===== config.mk =====
export PLATFORM = sky130hd
export DESIGN_NAME = line_burst_adapter
export DESIGN_NICKNAME = d
export VERILOG_FILES = /design/src/rtl/burst_pkg.sv /design/src/rtl/line_burst_adapter.sv
export SDC_FILE = /design/constraint.sdc
export NUM_CORES = 1
export LEC_CHECK = 0
export ABC_AREA = 1
export CAP_MARGIN = 15
export CORE_AREA = 2 2 379 287
export DETAILED_ROUTE_END_ITERATION = 7
export DIE_AREA = 0 0 381 289
export SLEW_MARGIN = 5
export SYNTH_ARGS = -nofsm -noshare
export SYNTH_HDL_FRONTEND = slang
export SYNTH_SLANG_ARGS = --single-unit

===== constraint.sdc =====
create_clock -name clk -period 2.7 [get_ports clk]
set_input_delay 0.54 -clock clk [delete_from_list [all_inputs] [get_ports clk]]
set_output_delay 0.54 -clock clk [all_outputs]
set_load 0.01 [all_outputs]

===== src/rtl/burst_pkg.sv =====
// Shared types and sizing helpers for the cache-line <-> memory-burst adapter.
package burst_pkg;

  typedef enum logic [2:0] {
    ST_IDLE    = 3'd0,
    ST_RD_REQ  = 3'd1,
    ST_RD_DATA = 3'd2,
    ST_WR_DATA = 3'd3,
    ST_RESP    = 3'd4
  } burst_state_t;

  function automatic int beats_per_line(input int line_w, input int bus_w);
    return line_w / bus_w;
  endfunction

  function automatic int cnt_width(input int beats);
    return (beats > 1) ? $clog2(beats) : 1;
  endfunction

endpackage


===== src/rtl/line_burst_adapter.sv =====
// Splits a cache line into memory write beats and assembles address-matched read
// beats into a line, with a single-cycle completion pulse back to the cache.
module line_burst_adapter
  import burst_pkg::*;
#(
  parameter int LINE_W = 256,
  parameter int BUS_W  = 64,
  parameter int ADDR_W = 32
) (
  input  logic              clk,
  input  logic              rst_n,
  input  logic [ADDR_W-1:0] dfp_addr,
  input  logic              dfp_read,
  input  logic              dfp_write,
  input  logic [LINE_W-1:0] dfp_wdata,
  output logic [LINE_W-1:0] dfp_rdata,
  output logic              dfp_resp,
  output logic [ADDR_W-1:0] bmem_addr,
  output logic              bmem_read,
  output logic              bmem_write,
  output logic [BUS_W-1:0]  bmem_wdata,
  input  logic              bmem_ready,
  input  logic [ADDR_W-1:0] bmem_raddr,
  input  logic [BUS_W-1:0]  bmem_rdata,
  input  logic              bmem_rvalid
);

  localparam int                BEATS    = beats_per_line(LINE_W, BUS_W);
  localparam int                CNT_W    = cnt_width(BEATS);
  localparam logic [CNT_W-1:0]  LAST     = CNT_W'(BEATS - 1);
  localparam logic [ADDR_W-1:0] OFS_MASK = ADDR_W'(LINE_W / 8 - 1);

  burst_state_t      r_state;
  burst_state_t      w_next;
  logic [CNT_W-1:0]  r_cnt;
  logic [ADDR_W-1:0] r_addr;
  logic [LINE_W-1:0] r_wdata;
  logic [LINE_W-1:0] r_acc;
  logic [LINE_W-1:0] r_rdata;
  logic              w_hit;
  logic              w_last;
  logic [LINE_W-1:0] w_line;
  logic [BUS_W-1:0]  w_wbeat;

  // Only beats tagged with our own line address count; stale returns are dropped.
  assign w_hit   = (r_state == ST_RD_DATA) && bmem_rvalid && (bmem_raddr == r_addr);
  assign w_last  = (r_cnt == LAST);
  assign w_wbeat = r_wdata[r_cnt*BUS_W +: BUS_W];

  always_comb begin
    w_line = r_acc;
    w_line[r_cnt*BUS_W +: BUS_W] = bmem_rdata;
  end

  always_ff @(posedge clk or negedge rst_n) begin
    if (!rst_n) begin
      r_state <= ST_IDLE;
    end else begin
      r_state <= w_next;
    end
  end

  always_comb begin
    w_next = r_state;
    case (r_state)
      ST_IDLE: begin
        if (dfp_write)     w_next = ST_WR_DATA;
        else if (dfp_read) w_next = ST_RD_REQ;
      end
      ST_RD_REQ:  if (bmem_ready)           w_next = ST_RD_DATA;
      ST_RD_DATA: if (w_hit && w_last)      w_next = ST_RESP;
      ST_WR_DATA: if (bmem_ready && w_last) w_next = ST_RESP;
      ST_RESP:                              w_next = ST_IDLE;
      default:                              w_next = ST_IDLE;
    endcase
  end

  always_comb begin
    bmem_read  = 1'b0;
    bmem_write = 1'b0;
    bmem_addr  = '0;
    bmem_wdata = '0;
    dfp_resp   = 1'b0;
    case (r_state)
      ST_RD_REQ: begin
        bmem_read = 1'b1;
        bmem_addr = r_addr;
      end
      ST_WR_DATA: begin
        bmem_write = 1'b1;
        bmem_addr  = r_addr;
        bmem_wdata = w_wbeat;
      end
      ST_RESP:  dfp_resp = 1'b1;
      default: ;
    endcase
  end

  // Request latch, beat counter and read-line accumulator.
  always_ff @(posedge clk or negedge rst_n) begin
    if (!rst_n) begin
      r_cnt   <= '0;
      r_addr  <= '0;
      r_wdata <= '0;
      r_acc   <= '0;
      r_rdata <= '0;
    end else begin
      case (r_state)
        ST_IDLE: begin
          if (dfp_write || dfp_read) begin
            r_addr <= dfp_addr & ~OFS_MASK;
            r_cnt  <= '0;
          end
          if (dfp_write) r_wdata <= dfp_wdata;
        end
        ST_RD_REQ: begin
          if (bmem_ready) r_cnt <= '0;
        end
        ST_RD_DATA: begin
          if (w_hit) begin
            r_acc <= w_line;
            if (w_last) begin
              r_rdata <= w_line;
              r_cnt   <= '0;
            end else begin
              r_cnt <= r_cnt + CNT_W'(1);
            end
          end
        end
        ST_WR_DATA: begin
          if (bmem_ready) r_cnt <= w_last ? '0 : r_cnt + CNT_W'(1);
        end
        default: ;
      endcase
    end
  end

  assign dfp_rdata = r_rdata;

endmodule

==> results of run 1 <==
## sequential cells by signal (all words and copies together) (netlist names)
register,count
r_acc,256
r_state,3
r_cnt,2
dfp_rdata,256
r_wdata,256
r_addr,27
## critical path, stage by stage (launching register included)
cell	delay, ns
dfrtp_4	0.56
buf_12	0.19
buf_12	0.15
buf_16	0.14
buf_12	0.12
nor2_4	0.06
nor2_1	0.04
o21ai_1	0.10
a21oi_1	0.08
buf_2	0.16
## power groups by stage
stage	Combinational, uW	Clock [uW]	Sequential, uW
after detailed placement	11500	0	15300
final	12700	12700	15300
after global routing	14100	13400	15500
after CTS	12500	12900	15200
after floorplan	6700	0	15000
after global placement	11400	0	15200
## metal layers
layer  part of all wire (%)  vias to the layer above  track usage (%)
li1                       -                    16300                -
met1                     44                    16100             31.9
met2                     46                     1079             37.4
met3                    7.2                      213             5.51
met4                    2.9                       16             7.17
met5                  0.080                        -                0
## placed cells by master (no fill, tap or decap), drive strengths merged, types with 45 or more instances in the layout
| master | Yosys | final |
|---|---|---|
| nor2 | 398 | 398 |
| inv | 404 | 408 |
| clkbuf | 178 | 136 |
| nand2 | 2096 | 2096 |
| o21ai | 376 | 376 |
| o22ai | 64 | 64 |
| dfrtp | 800 | 800 |
| a21oi | 92 | 92 |
| clkdlybuf4s50 | 0 | 648 |
| a21boi | 125 | 125 |
| nor3 | 48 | 48 |
| buf | 120 | 243 |
| a22oi | 45 | 45 |
## repair_timing
item | in CTS | in global routing
cloned | 8 | 1
buffers inserted | 23 | 6
pin swaps | 57 | 39
hold endpoints to repair | 28 | 0
setup endpoints to repair | 92 | 167
hold buffers | 1 | 0
gates resized for setup | 456 | 90
## worst max path at each step
stage	slack (ns)	end	from
2_1_floorplan	-0.01	dfp_rdata[142]$_DFFE_PN0P_	r_cnt[0]$_DFFE_PN0P_
3_3_place_gp	0.03	dfp_rdata[226]$_DFFE_PN0P_	bmem_raddr[11]
3_5_place_dp	0.03	dfp_rdata[99]$_DFFE_PN0P_	bmem_raddr[11]
4_1_cts	-0.15	bmem_wdata[62]	r_cnt[0]$_DFFE_PN0P_
5_1_grt	-0.22	bmem_wdata[7]	r_cnt[0]$_DFFE_PN0P_
6_report	-0.12	bmem_wdata[5]	r_cnt[0]$_DFFE_PN0P_
## metrics by stage
step | total power, uW | worst slack, ns
2_1_floorplan | 21700 | -0.0124
3_3_place_gp | 26600 | 0.0282
3_5_place_dp | 26800 | 0.0333
4_1_cts | 40600 | -0.148
5_1_grt | 43000 | -0.224
6_report | 40700 | -0.125
## cell families after synthesis
logic type | after synthesis | synth area share [%]
flops | 800 | 54.0
other cells | 1 | 0.0101
simple gates | 2562 | 26.3
xor+xnor | 3 | 0.0710
compound gates | 725 | 11.3
buf+inv | 702 | 8.07
fa+ha+maj | 6 | 0.203
## area by class of cell
| type | instances | share of cell area [%] |
|---|---|---|
| Antenna cell | 10 | 0.0495 |
| Clock buffer | 135 | 5.27 |
| Multi-Input combinational cell | 3301 | 28.8 |
| Tap cell | 1431 | 3.54 |
| Timing Repair Buffer | 914 | 18.9 |
| Inverter | 404 | 3.08 |
| Sequential cell | 800 | 39.6 |
| Clock inverter | 26 | 0.740 |
==> flow_summary.toml, run 1 <==
[grt]
grt_max_degree = 99
grt_pass1_wl_mm = 200
grtUsageTotal_pct = 23.5
overflow = 0
antenna_found_initial = 21
grt_pass1_vias = 33100

[yosys]
yosysMostFrequentCell = "nand2_1"
synth-seq-area-share_pct = 54.0
synth.top_cell.area_share_pct = 54.0
synth_top_area_cell = "dfrtp_1"
ys_ff_latch = 800
syn_area_per_cell_sq_um = 7.72
netlist_top_cells_count = "2093 x nand2_1, 800 x dfrtp_1, 397 x inv_1, 396 x nor2_1, 376 x o21ai_0"
netlist_top_cells_area = "dfrtp_1 54%, nand2_1 21%, o21ai_0 5.1%, inv_1 4.0%, nor2_1 4.0%"
synth_enable_flop_cells = 0
ys_warn_count = 0
synth_cells = 4799
syn-cell-area_sq_um = 37000
ys_types = 33
synth-async-reset-ratio_pct = 100
ys.flop_type = "dfrtp_1"

[sta]
setup_tns_ns = -2.04
holdWs_ns = 0.341
finalWorstSetupSlack_ns = -0.125
slew_headroom_pct = 51.6
clock.fmax_ghz = 0.354
worst-slew-pin-transition_ns = 0.726
final-setup-viol-count = 43
period_share_pct = 105
rsz0062_at_grt = "yes"
fin_worst_skew_ns = 0.0214
slew_viol_final = 0
finalHoldViolations = 0
min_period_ns = 2.82

[clock_tree]
cts_tree = "done"
cts_buffers = 89
clk_latency_ns = 0.70
clockBufferDepth = 3
cts_sinks = 800
clk_pin_slew_ns = 0.06
htree_levels = 3
cts_root_buffer = "clkbuf_16"

[route]
drcViolationCount = 0
viasPerCell = 4.79
antenna_left = 0
drt_iter0_drc = 2774
dr_total_vias = 33700
drtPass1Iterations = 5
wl_per_cell_um = 18.8
drt_wl_total_mm = 132

[die]
initial_core_util_pct = 34.8
core_area_sq_um = 106000
row_count = 104
dieArea_sq_um = 110000
dieHeight_um = 289
die_w_um = 381
io_pins = 745

[worst_setup_path]
path_class = "reg2out"
required_ns = 2.16
r2r_end = "r_acc[181]$_DFFE_PN0P_"
rrSetupSlack_ns = 0.11
end_kind = "output pin"
crit_arrival_ns = 2.28
rr_worst_depth = 10
timing.rr.start = "r_cnt[0]$_DFFE_PN0P_"
cp_max_fo = 8
start_kind = "flop"

[worst_hold_path]
min_path_type = "in2async"

[power]
p_seq_share_pct = 37.6
comb_power_share_pct = 31.2
ir_drop_mv = 0.564
net-switching-power_uw = 14400
p_int_uw = 26200
swShare_pct = 35.5
clkPwrFrac_pct = 31.2
power_leakage_uw = 0.0264
power.density_nw_per_um2 = 804

[cells_and_area]
utilization_pct = 47.5
stdcell_area_sq_um = 50500
multi_input_area_sq_um = 14600
drive_gt1_share_pct = 8.96
final_nets = 5906
n_fill_cell = 10500
layout.cells.non_filler = 7021
final-seq-area_sq_um = 20000
area_growth_pct = 36.4

[job]
maxCapViolCount = 0

[placed_design]
placed_cells = 6812
port_buffers = 734
dp_hpwl_mm = 89.6
dpl-instance-area_sq_um = 46700
routabilityCongestion = 0.869

[outcome]
violations = "setup timing"
outcome = "finished, violations left"
(Power assumes the default switching activity.)
==> run 2, diff against run 1 <==
Settings changed: CORE_AREA 2 2 379 287 to 3 3 380 288, DIE_AREA 0 0 381 289 to 0 0 383 291.
==> flow_summary.toml, run 2 (synthesis gave the netlist of run 1 again) <==
[outcome]
outcome = "finished, violations left"
violations = "setup timing"

[sta]
fin_worst_skew_ns = 0.0229
min_period_ns = 2.79
rsz0062_at_grt = "yes"
slew_viol_final = 0
finalHoldViolations = 0
period_share_pct = 103
finalWorstSetupSlack_ns = -0.0899
worst-slew-pin-transition_ns = 0.618
slew_headroom_pct = 58.8
final-setup-viol-count = 29
setup_tns_ns = -1.27
clock.fmax_ghz = 0.358

[power]
net-switching-power_uw = 14400
ir_drop_mv = 0.482
clkPwrFrac_pct = 30.9
p_seq_share_pct = 37.5
comb_power_share_pct = 31.6
power_leakage_uw = 0.0266
power.density_nw_per_um2 = 803
design_power_total_uw = 40500
p_int_uw = 26100
swShare_pct = 35.5

[clock_tree]
htree_levels = 3
clk_latency_ns = 0.68
clk_pin_slew_ns = 0.06
clockBufferDepth = 3
cts_sinks = 800
cts_buffers = 88
cts_root_buffer = "clkbuf_16"
cts_tree = "done"

[placed_design]
port_buffers = 734
routabilityCongestion = 0.851
dp_hpwl_mm = 92.1

[worst_setup_path]
required_ns = 2.16
start_kind = "flop"
cp_max_fo = 13
rr_worst_depth = 13
critical_path.slowest_cell = "dfrtp_4"
crit_arrival_ns = 2.25
path_class = "reg2out"
cpLargestDelayFamily = "buffers and inverters"
crit_chain = "buf_12, inv_16, buf_16, o21ai_0, a21oi_2, buf_4, clkdlybuf4s15_2"
cpPeakStageDelay_ns = 0.50
cp_num_cells = 7
worst-path-buf-inv = 5
end_kind = "output pin"

[route]
antenna_left = 0
viasPerCell = 4.83
drtPass1Iterations = 6
drt_wl_total_mm = 135
dr_total_vias = 33900
drt_iter0_drc = 2419
drcViolationCount = 0
wl_per_cell_um = 19.3

[cells_and_area]
final-seq-area_sq_um = 20000
drive_gt1_share_pct = 8.42
area_growth_pct = 36.3
final_nets = 5907
utilization_pct = 47.8
layout_common_cells = "2093 x nand2_1, 798 x dfrtp_1, 643 x clkdlybuf4s50_1"
multi_input_area_sq_um = 14400
final_common_cell = "nand2_1"
n_fill_cell = 10300

[grt]
grt_max_degree = 90
grt_pass1_wl_mm = 204
grtUsageTotal_pct = 23.7
antenna_found_initial = 18
grt_pass1_vias = 32800
overflow = 0

[die]
die_w_um = 383
io_pins = 745
dieHeight_um = 291
core_area_sq_um = 106000
row_count = 103
initial_core_util_pct = 35.1
dieArea_sq_um = 111000

[worst_hold_path]
min_path_type = "in2reg"
hold_path_depth = 3

[job]
maxCapViolCount = 0
-- run 2: cell count changes in the layout (fill, tap and decap cells not counted), moves of 11 or more --
cell     previous run  this run
a21oi_2            21         4
o21ai_0           284       333
a21oi_1            71        87
o21ai_1            85        36
nor2_2             25        14
nor2_1            343       364
-- run 2: routing by layer --
metal	vias to the layer above	part of all wire (%)	wire, um	global-route usage, %
met5	-	0.090	122	0
met4	16	2.4	3290	6.54
met3	187	7.0	9450	5.51
met2	1042	47	62900	38.0
met1	16400	44	59400	32.1
li1	16300	-	-	-
-- run 2: worst reg2reg max path: stages (launching register included) --
cell      delay, ns
dfrtp_4        0.50
buf_12         0.17
inv_12         0.13
buf_16         0.13
buf_4          0.16
ha_4           0.23
inv_1          0.16
nor3_4         0.07
buf_4          0.15
buf_12         0.16
a21boi_0       0.39
inv_1          0.08
nand2_1        0.07
nand2_1        0.05
-- run 2: layout make-up --
cell class	instances	area share (%)
inverter	404	3.08
timing repair inverter	1	0.0322
clock buffer	124	4.99
timing repair buffer	915	19.2
antenna	12	0.0595
tap	1417	3.51
clock inverter	39	0.885
multi-input combinational	3301	28.5
sequential	800	39.7
-- run 2: final timing paths --
kind	to	startpoint	slack, ns
worst max-delay path	bmem_wdata[19]	r_cnt[0]$_DFFE_PN0P_	-0.09
worst min-delay path	r_wdata[92]$_DFFE_PN0P_	dfp_wdata[92]	0.39
worst max register to register	dfp_rdata[175]$_DFFE_PN0P_	r_cnt[0]$_DFFE_PN0P_	0.14
worst min register to register	r_wdata[211]$_DFFE_PN0P_	r_wdata[211]$_DFFE_PN0P_	0.46
max in group asynchronous	r_wdata[94]$_DFFE_PN0P_	rst_n	1.27
min in group asynchronous	dfp_rdata[248]$_DFFE_PN0P_	rst_n	0.48
-- run 2: power by group through the flow --
stage | clock network (uW) | registers [uW] | logic, uW
after floorplan | 0 | 15000 | 6700
after global placement | 0 | 15200 | 11500
after detailed placement | 0 | 15300 | 11600
after CTS | 12800 | 15100 | 12500
after global routing | 13300 | 15400 | 14200
final | 12500 | 15200 | 12800
-- run 2: repair_timing --
action | in CTS | in global routing
gates cloned | 11 | 3
buffers inserted | 20 | 11
hold buffers | 1 | 0
setup endpoints to repair | 94 | 232
gates resized for setup | 326 | 120
pin swaps | 28 | 42
hold endpoints to repair | 30 | 0
-- run 2: through the flow --
stage / cell area (sq um) / setup WS [ns] / std cells / hold WS, ns
floorplan: 37100 / -0.0124 / 4803 / 0.244
global placement: 46700 / -0.0429 / 6797 / 0.448
detailed placement: 46700 / -0.0502 / 6797 / 0.453
CTS: 50200 / -0.173 / 6992 / 0.334
global route: 50500 / -0.204 / 7008 / 0.368
finish: 50500 / -0.0899 / 7013 / 0.392
